$ cat src/rtl/backscatter_hop_ctrl.sv
`default_nettype none
// ---------------------------------------------------------------------------
// backscatter_hop_ctrl : downlink trigger detect + dual-band hopping uplink burst
// Revision 1.0
// ---------------------------------------------------------------------------
module backscatter_hop_ctrl #(
  parameter int DET_MIN = 100,
  parameter int DET_MAX = 1000,
  parameter int GUARD   = 8,
  parameter int SLOT    = 64,
  parameter int NSLOTS  = 4,
  parameter int COOL    = 32,
  parameter int CW      = 16
) (
  input  logic CLKA,
  input  logic RSTN,
  input  logic SW1,
  input  logic SW2,
  input  logic DEC_IN,
  output logic D901,
  output logic D919,
  output logic ED_EN,
  output logic LED1,
  output logic LED2,
  output logic BUSY
);

  typedef enum logic [1:0] {
    S_IDLE  = 2'd0,
    S_GUARD = 2'd1,
    S_TX    = 2'd2,
    S_COOL  = 2'd3
  } state_t;

  localparam logic [CW-1:0] c_det_min    = CW'(DET_MIN);
  localparam logic [CW-1:0] c_det_max    = CW'(DET_MAX);
  localparam logic [CW-1:0] c_det_sat    = CW'(DET_MAX + 1);
  localparam logic [CW-1:0] c_guard_last = CW'(GUARD - 1);
  localparam logic [CW-1:0] c_slot       = CW'(SLOT);
  localparam logic [CW-1:0] c_slot_last  = CW'(NSLOTS - 1);
  localparam logic [CW-1:0] c_cool_last  = CW'(COOL - 1);

  state_t        state_q, state_d;
  logic          meta_q, meta_d, dec_s_q, dec_s_d, dec_dly_q, dec_dly_d;
  logic [2:0]    vld_q, vld_d;
  logic          fall_q, fall_d;
  logic          armed_q, armed_d;
  logic [CW-1:0] cnt_q, cnt_d, tmr_q, tmr_d, slot_q, slot_d;
  logic [1:0]    ch_en_q, ch_en_d;
  logic          d901_q, d901_d, d919_q, d919_d, ed_en_q, ed_en_d;
  logic          led1_q, led1_d, led2_q, led2_d, busy_q, busy_d;
  logic          w_rise, w_use901, w_active;

  always_comb begin
    meta_d    = DEC_IN;
    dec_s_d   = meta_q;
    dec_dly_d = dec_s_q;
    // vld_q[2] marks dec_dly_q as a real post-reset sample, so a level held
    // high across reset release never looks like a rising edge.
    vld_d     = {vld_q[1:0], 1'b1};
    w_rise    = dec_s_q & ~dec_dly_q & vld_q[2];
    fall_d    = ~dec_s_q & dec_dly_q & vld_q[2];

    state_d = state_q;
    tmr_d   = tmr_q;
    slot_d  = slot_q;
    cnt_d   = cnt_q;
    armed_d = armed_q;
    ch_en_d = ch_en_q;

    case (state_q)
      S_IDLE: begin
        if (fall_q) begin
          if (armed_q && (cnt_q >= c_det_min) && (cnt_q <= c_det_max)) begin
            state_d = S_GUARD;
            ch_en_d = {SW2, SW1};
            tmr_d   = '0;
            cnt_d   = '0;
            armed_d = 1'b0;
          end else begin
            cnt_d   = w_rise ? CW'(1) : '0;
            armed_d = w_rise;
          end
        end else if (w_rise) begin
          cnt_d   = CW'(1);
          armed_d = 1'b1;
        end else if (armed_q && dec_s_q && (cnt_q != c_det_sat)) begin
          cnt_d = cnt_q + 1'b1;
        end
      end
      S_GUARD: begin
        if (tmr_q == c_guard_last) begin
          tmr_d   = '0;
          slot_d  = '0;
          state_d = (ch_en_q != 2'b00) ? S_TX : S_COOL;
        end else begin
          tmr_d = tmr_q + 1'b1;
        end
      end
      S_TX: begin
        // tmr 0..SLOT-1 is the active part of a slot, tmr == SLOT the dead cycle
        if (tmr_q == c_slot) begin
          tmr_d = '0;
          if (slot_q == c_slot_last) state_d = S_COOL;
          else                       slot_d  = slot_q + 1'b1;
        end else begin
          tmr_d = tmr_q + 1'b1;
        end
      end
      S_COOL: begin
        if (tmr_q == c_cool_last) begin
          state_d = S_IDLE;
          tmr_d   = '0;
          cnt_d   = '0;
          armed_d = 1'b0;
        end else begin
          tmr_d = tmr_q + 1'b1;
        end
      end
      default: state_d = S_IDLE;
    endcase

    w_use901 = (ch_en_d == 2'b01) || ((ch_en_d == 2'b11) && !slot_d[0]);
    w_active = (state_d == S_TX) && (tmr_d < c_slot);
    d901_d   = w_active && w_use901;
    d919_d   = w_active && !w_use901;
    ed_en_d  = (state_d == S_IDLE);
    led1_d   = (state_d == S_GUARD) || (state_d == S_TX);
    busy_d   = (state_d != S_IDLE);
    led2_d   = led2_q ^ ((state_q == S_TX) && (state_d == S_COOL));
  end

  always_ff @(posedge CLKA or negedge RSTN) begin
    if (!RSTN) begin
      state_q   <= S_IDLE;
      meta_q    <= 1'b0;
      dec_s_q   <= 1'b0;
      dec_dly_q <= 1'b0;
      vld_q     <= '0;
      fall_q    <= 1'b0;
      armed_q   <= 1'b0;
      cnt_q     <= '0;
      tmr_q     <= '0;
      slot_q    <= '0;
      ch_en_q   <= '0;
      d901_q    <= 1'b0;
      d919_q    <= 1'b0;
      ed_en_q   <= 1'b0;
      led1_q    <= 1'b0;
      led2_q    <= 1'b0;
      busy_q    <= 1'b0;
    end else begin
      state_q   <= state_d;
      meta_q    <= meta_d;
      dec_s_q   <= dec_s_d;
      dec_dly_q <= dec_dly_d;
      vld_q     <= vld_d;
      fall_q    <= fall_d;
      armed_q   <= armed_d;
      cnt_q     <= cnt_d;
      tmr_q     <= tmr_d;
      slot_q    <= slot_d;
      ch_en_q   <= ch_en_d;
      d901_q    <= d901_d;
      d919_q    <= d919_d;
      ed_en_q   <= ed_en_d;
      led1_q    <= led1_d;
      led2_q    <= led2_d;
      busy_q    <= busy_d;
    end
  end

  assign D901  = d901_q;
  assign D919  = d919_q;
  assign ED_EN = ed_en_q;
  assign LED1  = led1_q;
  assign LED2  = led2_q;
  assign BUSY  = busy_q;

endmodule
`default_nettype wire

$ cat config.mk
export PLATFORM = sky130hd
export DESIGN_NAME = backscatter_hop_ctrl
export DESIGN_NICKNAME = d
export VERILOG_FILES = /design/src/rtl/backscatter_hop_ctrl.sv
export SDC_FILE = /design/constraint.sdc
export NUM_CORES = 1
export LEC_CHECK = 0
export CORE_MARGIN = 2
export CORE_UTILIZATION = 50
export DETAILED_ROUTE_END_ITERATION = 8
export PLACE_DENSITY = 0.68
export SYNTH_ARGS = -nofsm -noshare
export SYNTH_HDL_FRONTEND = slang
export SYNTH_SLANG_ARGS = --single-unit
$ cat constraint.sdc
create_clock -name CLKA -period 2.7 [get_ports CLKA]
set_clock_uncertainty 0.05 [all_clocks]
set_input_delay 0.81 -clock CLKA [delete_from_list [all_inputs] [get_ports CLKA]]
set_output_delay 0.81 -clock CLKA [all_outputs]
set_load 0.02 [all_outputs]
==> report_table.html, run 1 <==
<table>
<tr><th>Metric</th><th>Value</th></tr>
<tr><th colspan="2">Run status</th></tr>
<tr><td>Result of the run</td><td>finished, final reports clean</td></tr>
<tr><th colspan="2">Global routing</th></tr>
<tr><td>Maximum number of pins on one net before global-route repair</td><td>38</td></tr>
<tr><td>Total global-route track usage</td><td>roughly 23%</td></tr>
<tr><td>Number of antenna violations at the first check in global routing</td><td>0</td></tr>
<tr><td>Vias in the first global route</td><td>roughly 3300</td></tr>
<tr><td>Global-route wire length before repair</td><td>around 15 mm</td></tr>
<tr><td>Overflow left after global routing</td><td>0</td></tr>
<tr><th colspan="2">Floorplanning</th></tr>
<tr><td>Die area</td><td>8470 sq um</td></tr>
<tr><td>Cell row count</td><td>32</td></tr>
<tr><td>Boundary pin count</td><td>11</td></tr>
<tr><td>Area of the placeable core</td><td>~7600 sq um</td></tr>
<tr><td>Die extent in y</td><td>roughly 92 microns</td></tr>
<tr><td>Initial standard-cell utilization of the core</td><td>50.9%</td></tr>
<tr><td>Die Wd</td><td>92.0 microns</td></tr>
<tr><th colspan="2">Clock tree</th></tr>
<tr><td>Clock buffer count from CTS</td><td>9</td></tr>
<tr><td>Reg clk slew, reported paths</td><td>approximately 70 ps</td></tr>
<tr><td>Number of hold buffers added after cts</td><td>0</td></tr>
<tr><td>CTS Buffer Depth</td><td>2</td></tr>
<tr><td>Total number of H-tree levels</td><td>3</td></tr>
<tr><td>Number of clock sinks</td><td>66</td></tr>
<tr><td>Clock latency on the worst-skew pair</td><td>about 350 ps</td></tr>
<tr><td>Clock tree from TritonCTS</td><td>yes</td></tr>
<tr><td>Clock Root Buffer</td><td>clkbuf_8</td></tr>
<tr><th colspan="2">Power</th></tr>
<tr><td>Leakage power of the design</td><td>approximately 1.9 nW</td></tr>
<tr><td>Maximum ir drop on the vdd rail</td><td>about 0.28 mV</td></tr>
<tr><td>Cell area power density</td><td>about 460 nW/um^2</td></tr>
<tr><th colspan="2">Route</th></tr>
<tr><td>Average wire per cell in the routed design</td><td>about 16 microns</td></tr>
<tr><td>Number of detailed-routing iterations run before antenna repair</td><td>5</td></tr>
<tr><td>Count of nets left with antenna violations after detail routing</td><td>0</td></tr>
<tr><td>Vias</td><td>about 3400</td></tr>
<tr><td>Total Wirelength</td><td>a little over 9 mm</td></tr>
<tr><td>Vias per inst</td><td>a little under 6</td></tr>
<tr><td>Number of violations reported at the end of detailed-routing iteration 0</td><td>about 200</td></tr>
<tr><td>Drt drc</td><td>0</td></tr>
<tr><th colspan="2">Min path</th></tr>
<tr><td>Hold path startpoint</td><td>vld_q[0]$_DFF_PN0_</td></tr>
<tr><td>Hold Path Cell Cnt</td><td>0</td></tr>
<tr><td>Path category of the worst min-delay check</td><td>reg -&gt; reg</td></tr>
<tr><td>Hold Path Sink</td><td>vld_q[1]$_DFF_PN0_</td></tr>
<tr><th colspan="2">Logic synthesis</th></tr>
<tr><td>Dominant register cell in the synthesized netlist</td><td>dfrtp_1</td></tr>
<tr><td>Synthesized area per cell</td><td>roughly 9 sq um</td></tr>
<tr><td>Synth Net Count</td><td>roughly 460</td></tr>
<tr><td>Number of warning messages in the yosys log</td><td>0</td></tr>
<tr><td>FFs w/ async S/R, synth</td><td>between 90% and 100%</td></tr>
<tr><td>Register bit count reported by yosys</td><td>66</td></tr>
<tr><td>Register area share after synthesis</td><td>between 40% and 50%</td></tr>
<tr><td>Area of the mapped netlist</td><td>around 3900 sq um</td></tr>
<tr><td>Distinct cell type count after synthesis</td><td>61</td></tr>
<tr><td>Number of instances in the synthesized netlist</td><td>438</td></tr>
<tr><td>Count of flip-flops with a built-in enable after synthesis</td><td>0</td></tr>
<tr><th colspan="2">Timing</th></tr>
<tr><td>Final-report hold violation count</td><td>0</td></tr>
<tr><td>RSZ-0062 raised after global routing</td><td>yes</td></tr>
<tr><td>Final worst path period share</td><td>a little over nine tenths</td></tr>
<tr><td>Count of pins over their slew limit</td><td>0</td></tr>
<tr><td>Endpoints failing setup</td><td>0</td></tr>
<tr><td>Fmax achieved</td><td>about 0.38 GHz</td></tr>
<tr><td>Fin crit period</td><td>2610 ps</td></tr>
<tr><th colspan="2">Place</th></tr>
<tr><td>Post-DP Area</td><td>approximately 4200 sq um</td></tr>
<tr><td>Weighted congestion reported at the end of routability-driven placement</td><td>between 0.8 and 0.9</td></tr>
<tr><td># port buffers</td><td>10</td></tr>
<tr><td>Cell Count Post-Placement</td><td>roughly 560</td></tr>
<tr><td>DPL Wire Length</td><td>between 6 and 7 mm</td></tr>
<tr><th colspan="2">Worst setup path</th></tr>
<tr><td>Required time of the critical path</td><td>slightly below 3000 ps</td></tr>
<tr><td>Setup CP Type</td><td>reg -&gt; reg</td></tr>
<tr><td>Endpoint of the most critical register-to-register path</td><td>D919$_DFF_PN0_</td></tr>
<tr><td>Startpoint type of the worst setup path</td><td>flop</td></tr>
<tr><td>Reg2reg path depth</td><td>9</td></tr>
<tr><td>Minimum setup slack among reg-to-reg paths</td><td>90 ps</td></tr>
<tr><td>Arrival time reported for the critical path endpoint</td><td>between 2000 and 3000 ps</td></tr>
<tr><td>Worst r2r src</td><td>tmr_q[14]$_DFF_PN0_</td></tr>
<tr><td>Largest fanout on the critical path</td><td>7</td></tr>
<tr><td>Endpoint type of the worst setup path</td><td>flop</td></tr>
<tr><th colspan="2">Finish</th></tr>
<tr><td>Number of nets in the layout</td><td>slightly below 500</td></tr>
<tr><td>Area growth, synth to finish</td><td>14.0%</td></tr>
<tr><td>Count of non-filler cells in the finished layout</td><td>between 500 and 600</td></tr>
<tr><td>Fin area</td><td>between 4000 and 5000 sq um</td></tr>
<tr><td>Commonest non-fill, non-tap cells in the layout</td><td>dfrtp_1 (66), o21ai_0 (52), nand2_1 (45), nor2_1 (42), nand3_1 (28)</td></tr>
<tr><td>Post-layout utilization of the core</td><td>around three fifths</td></tr>
<tr><td>Commonest non-fill, non-tap cell in the layout</td><td>dfrtp_1</td></tr>
<tr><td>Layout cell share with drive strength beyond 1</td><td>a little over an eighth</td></tr>
<tr><td>Antenna cell count</td><td>0</td></tr>
<tr><th colspan="2">Flow run</th></tr>
<tr><td>Max-capacitance violation count</td><td>0</td></tr>
</table>
[kinds of logic (layout without fill, tap and decap cells)]
family          count (synthesis)  in the layout  synth area share [%]
other cells                     1              1                0.0968
simple gates                  195            195                  27.2
compound gates                110            110                  18.2
fa+ha+maj                      13             13                  4.20
xor+xnor                       10             10                  2.26
mux                             4              4                  1.07
buf+inv                        39             71                  4.39
flops                          66             66                  42.6
[per-layer routing]
metal	part of all wire [%]	vias up	global-route usage [%]
met5	0	-	0
met4	2.2	0	10.1
met3	3.7	16	2.79
met2	48	91	36.6
met1	46	1660	31.2
li1	-	1638	-
[final cells by class]
cell class	count	area [sq um]
sequential	66	1650
fill	678	3190
inverter	20	75.1
multi-input combinational	333	2070
clock buffer	11	151
clock inverter	3	40.0
tap	102	128
timing repair buffer	37	298
[report_power, final]
part           internal, W  total, W  leakage [nW]  switching, W
clock network     0.000463  0.000833         0.101      0.000370
registers          0.00102   0.00106         0.892     0.0000342
logic            0.0000682  0.000165         0.943     0.0000965
[worst max-delay path, cell delays in order (launching register included)]
cell and delay, ps:
dfrtp_1 450, nor4_4 430, buf_4 190, a41oi_2 130, buf_4 210, o31a_1 330, nand2_1 80, a21oi_1 90
or3_4 410, nor3b_2 170
[flip-flops by register name, summed over array words and instances, names as in the netlist, 2 cells and up]
signal,flops
vld_q,3
tmr_q,16
slot_q,16
cnt_q,16
ch_en_q,2
state_q,2
[cells in the mapped netlist, types with 9 or more instances]
cell type,instances,area share (%)
nand2_1,45,4.4
nor2_1,42,4.1
xnor2_1,9,2.0
dfrtp_1,66,43
ha_1,13,4.2
a21oi_1,9,1.2
o21ai_0,52,6.7
inv_1,20,1.9
clkbuf_1,11,1.1
o31ai_1,17,3.3
nor3_1,13,1.7
and3_1,14,2.3
nand3_1,28,3.6
[what timing repair did]
action,4_1_cts,5_1_grt
setup buffers,0,3
gates resized for setup,0,4
setup endpoints to repair,0,3
[worst max-delay path by stage]
stage | from | endpoint | slack [ps] | depth (start not counted)
floorplan | tmr_q[5]$_DFFE_PN0P_ | D919$_DFF_PN0_ | 210 | 9
global placement | tmr_q[7]$_DFF_PN0_ | D919$_DFF_PN0_ | 170 | 8
global route | tmr_q[1]$_DFFE_PN0P_ | D919$_DFF_PN0_ | -40 | 9
detailed placement | tmr_q[5]$_DFFE_PN0P_ | D919$_DFF_PN0_ | 130 | 8
CTS | tmr_q[5]$_DFFE_PN0P_ | D919$_DFF_PN0_ | 90 | 8
finish | tmr_q[14]$_DFF_PN0_ | D919$_DFF_PN0_ | 90 | 9
[stage by stage]
stage	total power [W]	worst slack, ps	setup TNS [ps]	hold slack [ps]
2_1_floorplan	0.00117	206	0	281
3_3_place_gp	0.00123	171	0	282
3_5_place_dp	0.00124	130	0	288
4_1_cts	0.00208	87.3	0	302
5_1_grt	0.00215	-40.4	-50.7	311
6_report	0.00205	85.7	0	298
Note: power is estimated with default switching activity, not from simulation.
==> run 2: changes to the inputs <==
--- a/config.mk
+++ b/config.mk
@@ -5,6 +5,7 @@
 export SDC_FILE = /design/constraint.sdc
 export NUM_CORES = 1
 export LEC_CHECK = 0
+export ABC_AREA = 1
 export CORE_MARGIN = 2
 export CORE_UTILIZATION = 50
 export DETAILED_ROUTE_END_ITERATION = 8
==> report_table.html, run 2 <==
<table>
<tr><th>Metric</th><th>Value</th></tr>
<tr><th colspan="2">Logic synthesis</th></tr>
<tr><td>Post-synthesis simple-gate area fraction</td><td>between 30% and 40%</td></tr>
<tr><td>Register area share after synthesis</td><td>about 38%</td></tr>
<tr><td>Area of the mapped netlist</td><td>around 4300 sq um</td></tr>
<tr><td>Synthesized area per cell</td><td>around 7 sq um</td></tr>
<tr><td>Proportion of netlist area held by the largest area contributor</td><td>roughly two fifths</td></tr>
<tr><td>Count of flip-flops with a built-in enable after synthesis</td><td>0</td></tr>
<tr><td>Register bit count reported by yosys</td><td>66</td></tr>
<tr><td>Compound-Gate Fraction of Synth Area</td><td>under 10%</td></tr>
<tr><td>Combinational family with the most area after synthesis</td><td>simple AND/OR/NAND/NOR gates</td></tr>
<tr><td>Fraction of synthesized area in multiplexers</td><td>0%</td></tr>
<tr><td>Distinct cell type count after synthesis</td><td>40</td></tr>
<tr><td>FFs w/ async S/R, synth</td><td>100%</td></tr>
<tr><td>Dominant register cell in the synthesized netlist</td><td>dfrtp_1</td></tr>
<tr><td>Largest cells by area after synthesis</td><td>dfrtp_1 (38%), nand2_1 (9.8%), nand3_1 (7.8%), inv_1 (6.6%), nor2_1 (6.6%)</td></tr>
<tr><td>Post-synthesis share of cell area spent on xor and xnor gates</td><td>3.27%</td></tr>
<tr><td>Number of warning messages in the yosys log</td><td>0</td></tr>
<tr><td>Most common cell in the synthesized netlist</td><td>nand2_1</td></tr>
<tr><td>Synth top cells by count</td><td>nand2_1 (112), inv_1 (76), nor2_1 (75)</td></tr>
<tr><td>Synth Net Count</td><td>between 600 and 700</td></tr>
<tr><td>Post-synthesis adder-cell area fraction</td><td>3.79%</td></tr>
<tr><td>Most area-hungry cell type in the Yosys netlist</td><td>dfrtp_1</td></tr>
<tr><td>Number of instances in the synthesized netlist</td><td>a little under 600</td></tr>
<tr><th colspan="2">Clock tree</th></tr>
<tr><td>Total number of H-tree levels</td><td>3</td></tr>
<tr><td>CTS Buffer Depth</td><td>2</td></tr>
<tr><td>Clock Root Buffer</td><td>clkbuf_8</td></tr>
<tr><td>Clock latency on the worst-skew pair</td><td>340 ps</td></tr>
<tr><td>Number of hold buffers added after cts</td><td>0</td></tr>
<tr><td>Clock tree from TritonCTS</td><td>yes</td></tr>
<tr><td>Number of clock sinks</td><td>66</td></tr>
<tr><td>Clock buffer count from CTS</td><td>9</td></tr>
<tr><td>Total of cells resized after clock tree synthesis</td><td>0</td></tr>
<tr><td>Reg clk slew, reported paths</td><td>80 ps</td></tr>
<tr><td>Number of setup buffers added after CTS</td><td>0</td></tr>
<tr><th colspan="2">Floorplanning</th></tr>
<tr><td>Area of the placeable core</td><td>roughly 8300 sq um</td></tr>
<tr><td>Cell row count</td><td>33</td></tr>
<tr><td>Die Wd</td><td>about 97 microns</td></tr>
<tr><td>Boundary pin count</td><td>11</td></tr>
<tr><td>Die area</td><td>between 9000 and 10000 sq um</td></tr>
<tr><td>Initial standard-cell utilization of the core</td><td>between 50% and 60%</td></tr>
<tr><td>Die extent in y</td><td>approximately 97 microns</td></tr>
<tr><th colspan="2">Route</th></tr>
<tr><td>Vias per inst</td><td>5.50</td></tr>
<tr><td>Drt drc</td><td>0</td></tr>
<tr><td>Count of nets left with antenna violations after detail routing</td><td>0</td></tr>
<tr><td>Number of detailed-routing iterations run before antenna repair</td><td>5</td></tr>
<tr><td>Average wire per cell in the routed design</td><td>approximately 14 microns</td></tr>
<tr><td>Total Wirelength</td><td>between 10 and 15 mm</td></tr>
<tr><td>Vias</td><td>roughly 4000</td></tr>
<tr><td>Number of violations reported at the end of detailed-routing iteration 0</td><td>between 400 and 500</td></tr>
<tr><th colspan="2">Place</th></tr>
<tr><td>Post-DP Area</td><td>~4500 sq um</td></tr>
<tr><td>DPL Wire Length</td><td>approximately 7.4 mm</td></tr>
<tr><td>Weighted congestion reported at the end of routability-driven placement</td><td>roughly 0.92</td></tr>
<tr><td># port buffers</td><td>10</td></tr>
<tr><th colspan="2">Power</th></tr>
<tr><td>Cell area power density</td><td>439 nW/um^2</td></tr>
<tr><td>Switching share of power</td><td>27.0%</td></tr>
<tr><td>Maximum ir drop on the vdd rail</td><td>0.316 mV</td></tr>
<tr><td>Proportion of power drawn by the clock network</td><td>39.8%</td></tr>
<tr><td>Cell-internal power</td><td>around 0.0015 W</td></tr>
<tr><td>Share of total power in combinational logic</td><td>about 8.6%</td></tr>
<tr><td>Power Total</td><td>0.00206 W</td></tr>
<tr><td>Leakage power of the design</td><td>between 2 and 2.5 nW</td></tr>
<tr><td>Portion of total power attributed to sequential cells</td><td>roughly half</td></tr>
<tr><td>Net switching power of the design</td><td>about 0.00056 W</td></tr>
<tr><th colspan="2">Worst setup path</th></tr>
<tr><td>Endpoint type of the worst setup path</td><td>flop</td></tr>
<tr><td>Startpoint type of the worst setup path</td><td>flop</td></tr>
<tr><td>Setup CP Type</td><td>reg -&gt; reg</td></tr>
<tr><td>Required time of the critical path</td><td>a little under 3000 ps</td></tr>
<tr><td>Arrival time reported for the critical path endpoint</td><td>2590 ps</td></tr>
<tr><td>Largest fanout on the critical path</td><td>12</td></tr>
<tr><th colspan="2">Finish</th></tr>
<tr><td>Fin area</td><td>4690 sq um</td></tr>
<tr><td>Number of nets in the layout</td><td>around 630</td></tr>
<tr><td>Antenna cell count</td><td>0</td></tr>
<tr><td>Area growth, synth to finish</td><td>9.24%</td></tr>
<tr><td>Layout cell share with drive strength beyond 1</td><td>between 8 and 9%</td></tr>
<tr><td>Commonest non-fill, non-tap cells in the layout</td><td>nand2_1 (112), inv_1 (76), nor2_1 (75), nand3_1 (67), dfrtp_1 (66)</td></tr>
<tr><td>Number of fill cells</td><td>780</td></tr>
<tr><td>Largest registers</td><td>cnt_q x16, slot_q x16, tmr_q x16</td></tr>
<tr><td>Commonest non-fill, non-tap cell in the layout</td><td>nand2_1</td></tr>
<tr><th colspan="2">Timing</th></tr>
<tr><td>Fmax achieved</td><td>0.424 GHz</td></tr>
<tr><td>Fin crit period</td><td>2360 ps</td></tr>
<tr><td>Accumulated negative setup slack</td><td>0 ps</td></tr>
<tr><td>Worst Tran Pin Value</td><td>553 ps</td></tr>
<tr><td>Endpoints failing setup</td><td>0</td></tr>
<tr><td>Worst rel slew slack</td><td>between 60% and 70%</td></tr>
<tr><td>Final worst path period share</td><td>between 80% and 90%</td></tr>
<tr><td>Final-report hold violation count</td><td>0</td></tr>
<tr><td>RSZ-0062 raised after global routing</td><td>no</td></tr>
<tr><td>Count of pins over their slew limit</td><td>0</td></tr>
<tr><th colspan="2">Run status</th></tr>
<tr><td>Result of the run</td><td>finished, final reports clean</td></tr>
<tr><th colspan="2">Global routing</th></tr>
<tr><td>Total global-route track usage</td><td>22.9%</td></tr>
<tr><td>Vias in the first global route</td><td>roughly 3800</td></tr>
<tr><td>Overflow left after global routing</td><td>0</td></tr>
<tr><td>Maximum number of pins on one net before global-route repair</td><td>67</td></tr>
<tr><td>Number of antenna violations at the first check in global routing</td><td>0</td></tr>
<tr><td>Global-route wire length before repair</td><td>17.8 mm</td></tr>
<tr><th colspan="2">Flow run</th></tr>
<tr><td>Max-capacitance violation count</td><td>0</td></tr>
<tr><th colspan="2">Min path</th></tr>
<tr><td>Path category of the worst min-delay check</td><td>reg -&gt; reg</td></tr>
</table>
run 2: routing by layer:
metal | wire length (microns) | global-route usage [%] | part of all wire, %
met3 | 520 | 3.25 | 5.1
met1 | 4840 | 32.3 | 47
met4 | 166 | 7.04 | 1.6
met2 | 4730 | 36.6 | 46
met5 | 0 | 0 | 0
run 2: path summary, 6_finish.rpt:
kind                            depth (start not counted)                 start                   end  slack, ps
worst max-delay path                                   10  state_q[0]$_DFF_PN0_        D919$_DFF_PN0_        340
worst min register to register                          0    vld_q[0]$_DFF_PN0_    vld_q[1]$_DFF_PN0_        300
worst max register to register                         10  state_q[0]$_DFF_PN0_        D919$_DFF_PN0_        340
min in group asynchronous                               2                  RSTN  cnt_q[2]$_DFFE_PN0P_        420
max in group asynchronous                               2                  RSTN   tmr_q[14]$_DFF_PN0_       1890
worst min-delay path                                    0    vld_q[0]$_DFF_PN0_    vld_q[1]$_DFF_PN0_        300
run 2: logic make-up after synthesis:
| family | after synthesis |
|---|---|
| simple gates | 328 |
| buf+inv | 99 |
| compound gates | 73 |
| flops | 66 |
| xor+xnor | 16 |
| fa+ha+maj | 13 |
| other cells | 1 |
run 2: layout make-up:
cell class	count	area (sq um)	share of cell area, %
inverter	85	319	6.81
timing repair buffer	17	160	3.42
tap	105	131	2.80
clock buffer	10	128	2.72
multi-input combinational	431	2240	47.8
sequential	66	1650	35.2
clock inverter	5	56.3	1.20
run 2: power by group through the flow:
stage	clock network, W	logic, W	registers [W]
finish	0.000820	0.000178	0.00106
CTS	0.000838	0.000178	0.00106
floorplan	0	0.000128	0.00106
detailed placement	0	0.000178	0.00108
global placement	0	0.000174	0.00108
global route	0.000881	0.000206	0.00106
run 2: through the flow:
stage          cells  worst slack [ps]  utilization [%]  hold slack, ps
2_1_floorplan    596               555                -             281
3_3_place_gp     704               517             54.5             282
3_5_place_dp     704               400             54.5             285
4_1_cts          719               393             56.8             302
5_1_grt          719              94.7             56.8             315
6_report         719               341             56.8             299
run 2: critical path, cell delays in order, from the launching register on:
cell and delay (ps):
dfrtp_1 410, inv_1 90, ha_1 510, inv_2 230, nand4_1 140, and3_1 240
ha_1 190, nand3_1 80, nor2_1 120, nand3_1 110, nor2_1 120
==> run 3: changes to the inputs <==
--- a/config.mk
+++ b/config.mk
@@ -6,7 +6,7 @@
 export NUM_CORES = 1
 export LEC_CHECK = 0
 export ABC_AREA = 1
-export CORE_MARGIN = 2
+export CORE_MARGIN = 5
 export CORE_UTILIZATION = 50
 export DETAILED_ROUTE_END_ITERATION = 8
 export PLACE_DENSITY = 0.68
==> report_table.html, run 3 (same netlist as run 2, synthesis figures left out) <==
<table>
<tr><th>Metric</th><th>Value</th></tr>
<tr><th colspan="2">Timing</th></tr>
<tr><td>Accumulated negative setup slack</td><td>0 ps</td></tr>
<tr><td>Fmax achieved</td><td>about 0.44 GHz</td></tr>
<tr><td>Worst Tran Pin Value</td><td>approximately 540 ps</td></tr>
<tr><td>Worst rel slew slack</td><td>roughly 64%</td></tr>
<tr><td>Fin crit period</td><td>2270 ps</td></tr>
<tr><td>Final worst path period share</td><td>~84%</td></tr>
<tr><td>Endpoints failing setup</td><td>0</td></tr>
<tr><td>RSZ-0062 raised after global routing</td><td>no</td></tr>
<tr><td>Count of pins over their slew limit</td><td>0</td></tr>
<tr><td>Final-report hold violation count</td><td>0</td></tr>
<tr><th colspan="2">Worst setup path</th></tr>
<tr><td>Arrival time reported for the critical path endpoint</td><td>about 2500 ps</td></tr>
<tr><td>Required time of the critical path</td><td>between 2000 and 3000 ps</td></tr>
<tr><td>Minimum setup slack among reg-to-reg paths</td><td>430 ps</td></tr>
<tr><td>Start point of the critical path</td><td>state_q[0]$_DFF_PN0_</td></tr>
<tr><td>Critical path destination</td><td>D901$_DFF_PN0_</td></tr>
<tr><td>Worst r2r src</td><td>state_q[0]$_DFF_PN0_</td></tr>
<tr><td>Largest fanout on the critical path</td><td>12</td></tr>
<tr><td>Reg2reg path depth</td><td>12</td></tr>
<tr><td>Endpoint type of the worst setup path</td><td>flop</td></tr>
<tr><td>Startpoint type of the worst setup path</td><td>flop</td></tr>
<tr><td>Endpoint of the most critical register-to-register path</td><td>D901$_DFF_PN0_</td></tr>
<tr><td>Setup CP Type</td><td>reg -&gt; reg</td></tr>
<tr><th colspan="2">Route</th></tr>
<tr><td>Vias per inst</td><td>approximately 5.6</td></tr>
<tr><td>Number of detailed-routing iterations run before antenna repair</td><td>6</td></tr>
<tr><td>Average wire per cell in the routed design</td><td>around 14 microns</td></tr>
<tr><td>Count of nets left with antenna violations after detail routing</td><td>0</td></tr>
<tr><td>Number of violations reported at the end of detailed-routing iteration 0</td><td>between 300 and 400</td></tr>
<tr><td>Total Wirelength</td><td>around 10 mm</td></tr>
<tr><td>Drt drc</td><td>0</td></tr>
<tr><td>Vias</td><td>approximately 4000</td></tr>
<tr><th colspan="2">Power</th></tr>
<tr><td>Leakage power of the design</td><td>2.18 nW</td></tr>
<tr><td>Maximum ir drop on the vdd rail</td><td>between 0.3 and 0.4 mV</td></tr>
<tr><td>Power Total</td><td>between 0.002 and 0.0025 W</td></tr>
<tr><td>Cell area power density</td><td>approximately 450 nW/um^2</td></tr>
<tr><th colspan="2">Floorplanning</th></tr>
<tr><td>Initial standard-cell utilization of the core</td><td>between 50% and 60%</td></tr>
<tr><td>Die extent in y</td><td>between 100 and 150 microns</td></tr>
<tr><td>Cell row count</td><td>33</td></tr>
<tr><td>Area of the placeable core</td><td>8300 sq um</td></tr>
<tr><td>Die area</td><td>about 11000 sq um</td></tr>
<tr><td>Boundary pin count</td><td>11</td></tr>
<tr><td>Die Wd</td><td>about 100 microns</td></tr>
<tr><th colspan="2">Clock tree</th></tr>
<tr><td>Total number of H-tree levels</td><td>3</td></tr>
<tr><td>Number of setup buffers added after CTS</td><td>0</td></tr>
<tr><td>Clock buffer count from CTS</td><td>9</td></tr>
<tr><td>Clock latency on the worst-skew pair</td><td>350 ps</td></tr>
<tr><td>Clock tree from TritonCTS</td><td>yes</td></tr>
<tr><td>Number of hold buffers added after cts</td><td>0</td></tr>
<tr><td>Reg clk slew, reported paths</td><td>roughly 80 ps</td></tr>
<tr><td>CTS Buffer Depth</td><td>2</td></tr>
<tr><td>Total of cells resized after clock tree synthesis</td><td>0</td></tr>
<tr><td>Number of clock sinks</td><td>between 60 and 70</td></tr>
<tr><td>Clock Root Buffer</td><td>clkbuf_8</td></tr>
<tr><th colspan="2">Global routing</th></tr>
<tr><td>Vias in the first global route</td><td>around 3800</td></tr>
<tr><td>Global-route wire length before repair</td><td>~18 mm</td></tr>
<tr><td>Number of antenna violations at the first check in global routing</td><td>0</td></tr>
<tr><td>Total global-route track usage</td><td>21.0%</td></tr>
<tr><td>Maximum number of pins on one net before global-route repair</td><td>46</td></tr>
<tr><td>Overflow left after global routing</td><td>0</td></tr>
<tr><th colspan="2">Finish</th></tr>
<tr><td>Largest registers</td><td>cnt_q x16, slot_q x16, tmr_q x16</td></tr>
<tr><td>Count of non-filler cells in the finished layout</td><td>between 700 and 800</td></tr>
<tr><td>Number of nets in the layout</td><td>approximately 630</td></tr>
<tr><td>Antenna cell count</td><td>0</td></tr>
<tr><td>Commonest non-fill, non-tap cell in the layout</td><td>nand2_1</td></tr>
<tr><td>Area growth, synth to finish</td><td>9.36%</td></tr>
<tr><td>Fin area</td><td>between 4000 and 5000 sq um</td></tr>
<tr><td>Number of fill cells</td><td>753</td></tr>
<tr><td>Layout cell share with drive strength beyond 1</td><td>between 8 and 9%</td></tr>
<tr><td>Commonest non-fill, non-tap cells in the layout</td><td>nand2_1 (112), inv_1 (76), nor2_1 (75), nand3_1 (67), dfrtp_1 (66)</td></tr>
<tr><td>Post-layout utilization of the core</td><td>56.5%</td></tr>
<tr><th colspan="2">Place</th></tr>
<tr><td># port buffers</td><td>10</td></tr>
<tr><td>Cell Count Post-Placement</td><td>between 700 and 800</td></tr>
<tr><td>Post-DP Area</td><td>4490 sq um</td></tr>
<tr><td>Weighted congestion reported at the end of routability-driven placement</td><td>about 0.9</td></tr>
<tr><td>DPL Wire Length</td><td>about 7.5 mm</td></tr>
<tr><th colspan="2">Min path</th></tr>
<tr><td>Path category of the worst min-delay check</td><td>reg -&gt; reg</td></tr>
<tr><td>Hold path startpoint</td><td>vld_q[1]$_DFF_PN0_</td></tr>
<tr><th colspan="2">Run status</th></tr>
<tr><td>Result of the run</td><td>finished, final reports clean</td></tr>
<tr><th colspan="2">Flow run</th></tr>
<tr><td>Max-capacitance violation count</td><td>0</td></tr>
</table>
==> run 3: worst max-delay path, cell delays in order, from the launching register on <==
cell,delay [ps]
dfrtp_1,390
inv_1,80
ha_1,380
inv_2,270
nand3_1,100
o21ai_0,190
nand2_1,120
inv_1,100
ha_1,150
nand3_1,70
nor2_1,100
nand3_1,100
nor2_1,110
==> run 3: where the power goes <==
| group | leakage, nW | internal (W) | switching, W | total [W] |
|---|---|---|---|---|
| registers | 0.893 | 0.00102 | 0.0000379 | 0.00106 |
| logic | 1.19 | 0.0000585 | 0.000117 | 0.000176 |
| clock network | 0.0945 | 0.000451 | 0.000414 | 0.000865 |
| total | 2.18 | 0.00153 | 0.000569 | 0.00210 |
==> run 3: routing by layer <==
layer / track usage (%) / up-vias / wire (microns)
met5: 0 / - / 0
met4: 7.97 / 0 / 163
met3: 3.72 / 20 / 535
met2: 33.2 / 144 / 4750
met1: 28.8 / 1874 / 4690
li1: - / 1974 / -
==> run 3: metrics by stage <==
step           worst slack [ps]  hold WS (ps)
2_1_floorplan               555           281
3_3_place_gp                520           285
6_report                    431           304
3_5_place_dp                440           286
4_1_cts                     398           304
5_1_grt                     107           315
==> run 3: worst min-delay path by stage <==
stage / endpoint / slack [ps] / cells after the start
floorplan: dec_dly_d$_DFF_PN0_ / 280 / 0
global placement: vld_q[2]$_DFF_PN0_ / 280 / 0
detailed placement: vld_q[1]$_DFF_PN0_ / 290 / 0
CTS: vld_q[1]$_DFF_PN0_ / 300 / 0
global route: dec_dly_d$_DFF_PN0_ / 310 / 0
finish: vld_q[2]$_DFF_PN0_ / 300 / 0
==> run 3: layout make-up <==
type	instances	area, sq um	area share (%)
clock buffer	10	138	2.93
clock inverter	6	66.3	1.41
inverter	85	319	6.80
multi-input combinational	431	2240	47.8
sequential	66	1650	35.2
tap	105	131	2.80
timing repair buffer	15	145	3.09
